$ cat config.mk
export PLATFORM = sky130hd
export DESIGN_NAME = fu_br_multi
export DESIGN_NICKNAME = d
export VERILOG_FILES = /design/src/rtl/fu_br_multi.sv
export SDC_FILE = /design/constraint.sdc
export NUM_CORES = 1
export LEC_CHECK = 0
export ABC_AREA = 1
export CAP_MARGIN = 10
export CORE_AREA = 2 2 344 346
export CTS_BUF_LIST = sky130_fd_sc_hd__clkbuf_8 sky130_fd_sc_hd__clkbuf_16
export CTS_CLUSTER_DIAMETER = 100
export DETAILED_ROUTE_END_ITERATION = 8
export DIE_AREA = 0 0 346 348
export SLEW_MARGIN = 5
export SYNTH_ARGS = -nofsm -noshare
export SYNTH_HDL_FRONTEND = slang
export SYNTH_SLANG_ARGS = --single-unit
$ cat constraint.sdc
create_clock -name clk -period 5.6 [get_ports clk]
set_input_delay 0.56 -clock clk [delete_from_list [all_inputs] [get_ports clk]]
set_output_delay 0.56 -clock clk [all_outputs]
set_load 0.02 [all_outputs]
$ cat src/rtl/fu_br_multi.sv
// fu_br_multi: multi-lane Alpha branch resolution with oldest-mispredict recovery
// and a two-stage writeback pipeline that is squashed by branch mask.
module fu_br_multi #(
    parameter int N_CH      = 2,
    parameter int XLEN      = 64,
    parameter int BR_MASK_W = 5,
    parameter int PRF_IDX_W = 6,
    parameter int ROB_IDX_W = 5,
    parameter logic [PRF_IDX_W-1:0] ZERO_REG = '0
) (
    input  logic                            clk,
    input  logic                            rst,
    input  logic [N_CH-1:0]                 start_i,
    input  logic [N_CH*32-1:0]              inst_i,
    input  logic [N_CH*XLEN-1:0]            npc_i,
    input  logic [N_CH*XLEN-1:0]            opa_i,
    input  logic [N_CH*XLEN-1:0]            opb_i,
    input  logic [N_CH*PRF_IDX_W-1:0]       dest_tag_i,
    input  logic [N_CH*(ROB_IDX_W+1)-1:0]   rob_idx_i,
    input  logic [N_CH*BR_MASK_W-1:0]       br_mask_i,
    input  logic [N_CH*BR_MASK_W-1:0]       br_mask_1hot_i,
    input  logic [N_CH-1:0]                 pre_taken_i,
    input  logic [N_CH*XLEN-1:0]            pre_target_i,
    input  logic [ROB_IDX_W:0]              rob_head_i,
    input  logic                            rob_br_recovery_i,
    input  logic [BR_MASK_W-1:0]            rob_br_tag_fix_i,
    output logic                            br_wrong_o,
    output logic [BR_MASK_W-1:0]            br_recovery_mask_1hot_o,
    output logic [XLEN-1:0]                 br_recovery_target_o,
    output logic [ROB_IDX_W:0]              br_recovery_rob_idx_o,
    output logic [N_CH-1:0]                 br_right_o,
    output logic [N_CH*BR_MASK_W-1:0]       br_right_mask_1hot_o,
    output logic [N_CH-1:0]                 bp_valid_o,
    output logic [N_CH-1:0]                 bp_taken_o,
    output logic [N_CH-1:0]                 done_o,
    output logic [N_CH-1:0]                 br_wr_en_o,
    output logic [N_CH*PRF_IDX_W-1:0]       dest_tag_o,
    output logic [N_CH*(ROB_IDX_W+1)-1:0]   rob_idx_o,
    output logic [N_CH*BR_MASK_W-1:0]       br_mask_o,
    output logic [N_CH*XLEN-1:0]            br_pc_o
);
    localparam int RW = ROB_IDX_W + 1;

    typedef struct packed {
        logic                 mis;
        logic                 taken;
        logic                 cond;
        logic                 wr_en;
        logic [XLEN-1:0]      target;
        logic [XLEN-1:0]      npc;
        logic [PRF_IDX_W-1:0] dest;
        logic [RW-1:0]        rob;
        logic [BR_MASK_W-1:0] mask;
        logic [BR_MASK_W-1:0] hot;
    } s1_t;

    typedef struct packed {
        logic                 wr_en;
        logic [XLEN-1:0]      npc;
        logic [PRF_IDX_W-1:0] dest;
        logic [RW-1:0]        rob;
        logic [BR_MASK_W-1:0] mask;
        logic [BR_MASK_W-1:0] hot;
    } s2_t;

    s1_t [N_CH-1:0]       s1_d, s1_q;
    s2_t [N_CH-1:0]       s2_d, s2_q;
    logic [N_CH-1:0]      v1_d, v1_q, v2_q, alive, win_oh, keep, done;
    logic                 wrong_q, found;
    logic [RW-1:0]        age [N_CH];
    logic [RW-1:0]        best;
    logic [BR_MASK_W-1:0] win_hot, right_tags;

    for (genvar g = 0; g < N_CH; g++) begin : g_lane
        logic [31:0]     inst;
        logic [XLEN-1:0] npc, opa, opb, disp, target;
        logic            jmp, uncond, cond, c, taken;
        assign inst   = inst_i[g*32 +: 32];
        assign npc    = npc_i[g*XLEN +: XLEN];
        assign opa    = opa_i[g*XLEN +: XLEN];
        assign opb    = opb_i[g*XLEN +: XLEN];
        assign jmp    = inst[31:29] == 3'b011;
        assign uncond = inst[31:26] == 6'h30 || inst[31:26] == 6'h34;
        assign cond   = inst[31:30] == 2'b11 && !uncond;
        // cond[1:0] picks lsb==0 / ==0 / <0 / <=0, cond[2] inverts
        assign c      = inst[28] ^ (inst[27] ? (opa[XLEN-1] | (inst[26] & ~|opa))
                                             : (inst[26] ? ~|opa : ~opa[0]));
        assign taken  = jmp | uncond | (cond & c);
        assign disp   = {{(XLEN-23){inst[20]}}, inst[20:0], 2'b00};
        assign target = jmp ? {opb[XLEN-1:2], 2'b00} : taken ? npc + disp : npc;
        assign s1_d[g] = '{
            mis:    (taken != pre_taken_i[g]) || (target != pre_target_i[g*XLEN +: XLEN]),
            taken:  taken,
            cond:   cond,
            wr_en:  (jmp | uncond) && dest_tag_i[g*PRF_IDX_W +: PRF_IDX_W] != ZERO_REG,
            target: target,
            npc:    npc,
            dest:   dest_tag_i[g*PRF_IDX_W +: PRF_IDX_W],
            rob:    rob_idx_i[g*RW +: RW],
            mask:   br_mask_i[g*BR_MASK_W +: BR_MASK_W],
            hot:    br_mask_1hot_i[g*BR_MASK_W +: BR_MASK_W]
        };
        assign v1_d[g]  = start_i[g] & ~(rob_br_recovery_i &
                          |(br_mask_i[g*BR_MASK_W +: BR_MASK_W] & rob_br_tag_fix_i));
        // the cycle after our own recovery, everything in S1 is younger wrong-path work
        assign alive[g] = v1_q[g] & ~wrong_q & ~(rob_br_recovery_i & |(s1_q[g].mask & rob_br_tag_fix_i)
                          & (s1_q[g].hot != rob_br_tag_fix_i));
        assign age[g]   = s1_q[g].rob - rob_head_i;
        assign br_right_o[g] = alive[g] & ~s1_q[g].mis & ~(found & |(s1_q[g].mask & win_hot));
        assign keep[g]  = br_right_o[g] | win_oh[g];
        assign br_right_mask_1hot_o[g*BR_MASK_W +: BR_MASK_W] = br_right_o[g] ? s1_q[g].hot : '0;
        assign bp_valid_o[g] = keep[g] & s1_q[g].cond;
        assign bp_taken_o[g] = bp_valid_o[g] & s1_q[g].taken;
        assign s2_d[g] = '{
            wr_en: s1_q[g].wr_en,
            npc:   s1_q[g].npc,
            dest:  s1_q[g].dest,
            rob:   s1_q[g].rob,
            mask:  s1_q[g].mask & ~right_tags,
            hot:   s1_q[g].hot
        };
        assign done[g] = v2_q[g] & ~(found & |(s2_q[g].mask & win_hot))
                         & ~(rob_br_recovery_i & |(s2_q[g].mask & rob_br_tag_fix_i)
                         & (s2_q[g].hot != rob_br_tag_fix_i));
        assign done_o[g]     = done[g];
        assign br_wr_en_o[g] = done[g] & s2_q[g].wr_en;
        assign dest_tag_o[g*PRF_IDX_W +: PRF_IDX_W] = done[g] ? s2_q[g].dest : '0;
        assign rob_idx_o[g*RW +: RW]                = done[g] ? s2_q[g].rob : '0;
        assign br_mask_o[g*BR_MASK_W +: BR_MASK_W]  = done[g] ? s2_q[g].mask & ~right_tags : '0;
        assign br_pc_o[g*XLEN +: XLEN]              = done[g] ? s2_q[g].npc : '0;
    end

    always_comb begin
        found  = 1'b0;
        win_oh = '0;
        best   = '0;
        for (int i = 0; i < N_CH; i++)
            if (alive[i] && s1_q[i].mis && (!found || age[i] < best)) begin
                found     = 1'b1;
                best      = age[i];
                win_oh    = '0;
                win_oh[i] = 1'b1;
            end
    end

    always_comb begin
        win_hot               = '0;
        br_recovery_target_o  = '0;
        br_recovery_rob_idx_o = '0;
        for (int i = 0; i < N_CH; i++)
            if (win_oh[i]) begin
                win_hot               = s1_q[i].hot;
                br_recovery_target_o  = s1_q[i].target;
                br_recovery_rob_idx_o = s1_q[i].rob;
            end
    end

    always_comb begin
        right_tags = '0;
        for (int i = 0; i < N_CH; i++)
            right_tags = right_tags | (br_right_o[i] ? s1_q[i].hot : '0);
    end

    assign br_wrong_o              = found;
    assign br_recovery_mask_1hot_o = win_hot;

    always_ff @(posedge clk) begin
        if (rst) begin
            v1_q    <= '0;
            v2_q    <= '0;
            wrong_q <= 1'b0;
        end else begin
            v1_q    <= v1_d;
            v2_q    <= keep;
            wrong_q <= found;
        end
        s1_q <= s1_d;
        s2_q <= s2_d;
    end
endmodule
==> reports/results.ini <==
[worst_setup_path]
critical_path_class = flop to output pin
cp-end-kind = output pin
crit_family = buffers and inverters
worstSetupStartpointType = flop
cp.required_ns = 5.04
crit_top_cell = nand2_1
path_buf_inv = 11
cp_max_fo = 13
worstPathArrival_ns = 4.94
crit_start = s1_q[4]
critPathMaxStageDelay_ns = 0.41
worstReg2RegStart = s1_q[4]
crit_path_top_delay_cell = dfxtp_1

[timing]
fin_hold_ws_ns = 0.3198
setup_viol_count_final = 0
skew_ns = 0.01982
hold_violations = 0
timing.final.crit_period_ns = 5.498
tightest_slew_ns = 0.8834
period_share_pct = 98.18
fmaxAchievable_mhz = 181.9
rsz0062_at_grt = true
slew_headroom_pct = 41.11
slew_viol_final = 0

[detailed_routing]
drt-wirelength-per-cell_um = 21.26
viasPerCell = 4.581
drt_pre_antenna_iters = 6
num_vias = 36363
drc = 0
drtAntennaViolNets = 0
drt_iter0_markers = 2522
wl_mm = 168.8

[cells_and_area]
fin_area_mm2 = 0.04592
drive_gt1_share_pct = 9.809
final_common_cell = nand2_1
synthToLayoutAreaGrowth_pct = 43.41
final_cell_mix = nand2_1 (1,937), inv_1 (1,012), clkdlybuf4s50_1 (656)
fin_nets = 7116

[clocking]
cts_tree = built
clock_path_buffers = 3
cts.sinks = 487
path_clk_slew_ns = 0.06
htree_levels = 2
clock-root-buffer = clkbuf_16
cts_buffers = 56
insertion_delay_ns = 0.68

[outcome]
outcome = finished clean

[yosys]
syn_inst = 5376
syn_nets = 6155
async_flop_share_pct = 0
synth_cell_types = 46
synth_seq_cells = 487
yosys_warnings = 0
synth_ff_type = dfxtp_1
ys_seq_area_share_pct = 30.44
synth_area_per_cell_um2 = 5.957
synth-edff-count = 0
synth_area_mm2 = 0.03202

[grt]
antenna_found_initial = 26
gr-usage-all-layers_pct = 26.69
grt_pass1_wl_mm = 234.6
grt_pass1_vias = 34794
grt_overflow = 0
grt_max_degree = 107

[floorplanning]
pin_count = 896
fp-row-count = 126
start_util_pct = 27.38
fp.dieH_um = 348
core-area_mm2 = 0.1170
die_area_mm2 = 0.1204
fp.dieW_um = 346

[flow_run]
max-cap-violations = 0

[worst_hold_path]
hold_path.class = primary input to flop
min_from = rob_idx_i[0]

[power]
ir_worst_vdd_v = 0.0002938
power.density_mw_per_mm2 = 242.9
p_leak_nw = 25.66

[place]
place_congestion = 1.012
port_buffers = 881
place_area_mm2 = 0.04318
hpwl_mm = 142.3

## cell families (layout without fill, tap and decap cells)
| logic type | Yosys count | after routing | synth area share, % |
|---|---|---|---|
| adders and majority gates | 141 | 141 | 5.603 |
| buffers and inverters | 1130 | 2136 | 13.55 |
| and+or+nand+nor | 3350 | 3350 | 44.87 |
| AOI/OAI and AO/OA | 192 | 192 | 3.458 |
| other | 0 | 20 | 0 |
| xor gates and xnor gates | 76 | 76 | 2.079 |
| DFF | 487 | 487 | 30.44 |
## stage by stage
| step | setup slack [ns] | power [mW] | TNS [ns] | instances | util (%) |
|---|---|---|---|---|---|
| final | 0.1018 | 11.16 | 0 | 7938 | 39.26 |
| after global routing | -0.1546 | 11.70 | -5.557 | 7929 | 39.24 |
| after CTS | 0.0004241 | 11.20 | 0 | 7899 | 38.69 |
| after detailed placement | -0.4204 | 7.079 | -4.613 | 7796 | 36.91 |
| after global placement | -0.4280 | 7.074 | -6.726 | 7796 | 36.91 |
| after floorplan | 1.234 | 5.529 | 0 | 5376 | - |
## synthesized netlist by cell type (all sizes together), types with 10 or more instances
cell | instances | area share, %
nand2 | 1947 | 23
dfxtp | 487 | 30
nor3 | 20 | 0.31
nand3b | 134 | 3.1
clkbuf | 58 | 0.68
buf | 47 | 0.84
nor2 | 595 | 7.3
inv | 1025 | 12
o21bai | 12 | 0.28
ha | 137 | 5.4
nor4 | 10 | 0.20
nand4 | 74 | 1.4
nand3 | 429 | 6.8
or2 | 131 | 2.6
o22ai | 13 | 0.27
xor2 | 59 | 1.6
o21ai | 35 | 0.56
xnor2 | 17 | 0.46
a21oi | 113 | 1.8
## worst register-to-register path: cells and delay by family, from the launching register on
kind,cells,cell delay [ns]
simple gates,16,1.81
flops,1,0.41
fa+ha+maj,1,0.32
compound gates,3,0.34
buf+inv,6,0.87
## area by class of cell
cell class,count,area [µm²]
Tap cell,1536,1922
Clock inverter,37,526.8
Inverter,1025,3856
Antenna cell,20,50.05
Sequential cell,487,9754
Multi-Input combinational cell,3759,18150
Clock buffer,66,1539
Timing Repair Buffer,1008,10120
Fill cell,12639,71050
## repair_timing
| item | in CTS | in global routing |
|---|---|---|
| buffers inserted | 0 | 14 |
| resized for setup | 12 | 165 |
| cloned | 0 | 5 |
| pin swaps | 0 | 21 |
| hold buffers | 0 | 0 |
| endpoints found under the setup margin | 140 | 191 |
## sequential cells by signal, summed over array words and instances (netlist names)
signal   cells
wrong_q      1
s2_q       174
v1_q         2
s1_q       308
v2_q         2
## power breakdown
| group | leakage, nW | switching (mW) | internal (mW) |
|---|---|---|---|
| clock network | 1.01 | 1.68 | 2.40 |
| registers | 4.11 | 0.126 | 3.74 |
| logic | 20.5 | 1.98 | 1.23 |
| total | 25.7 | 3.79 | 7.37 |
## path summary, 6_finish.rpt
kind,slack (ns),endpoint,cells past startpoint
max,0.10,br_pc_o[11],29
min,0.32,s1_q[10],1
max reg2reg,1.72,s2_q[96],26
min reg2reg,0.32,s2_q[103],0
## routing by layer
layer | global-route usage (%) | up-vias | wire length, µm
met5 | 0 | - | 51
met4 | 8.484 | 8 | 5641
met3 | 4.279 | 213 | 11120
met2 | 45.84 | 1208 | 79610
met1 | 34.04 | 16689 | 72350
li1 | - | 18245 | -
Note: power is estimated with default switching activity, not from simulation.
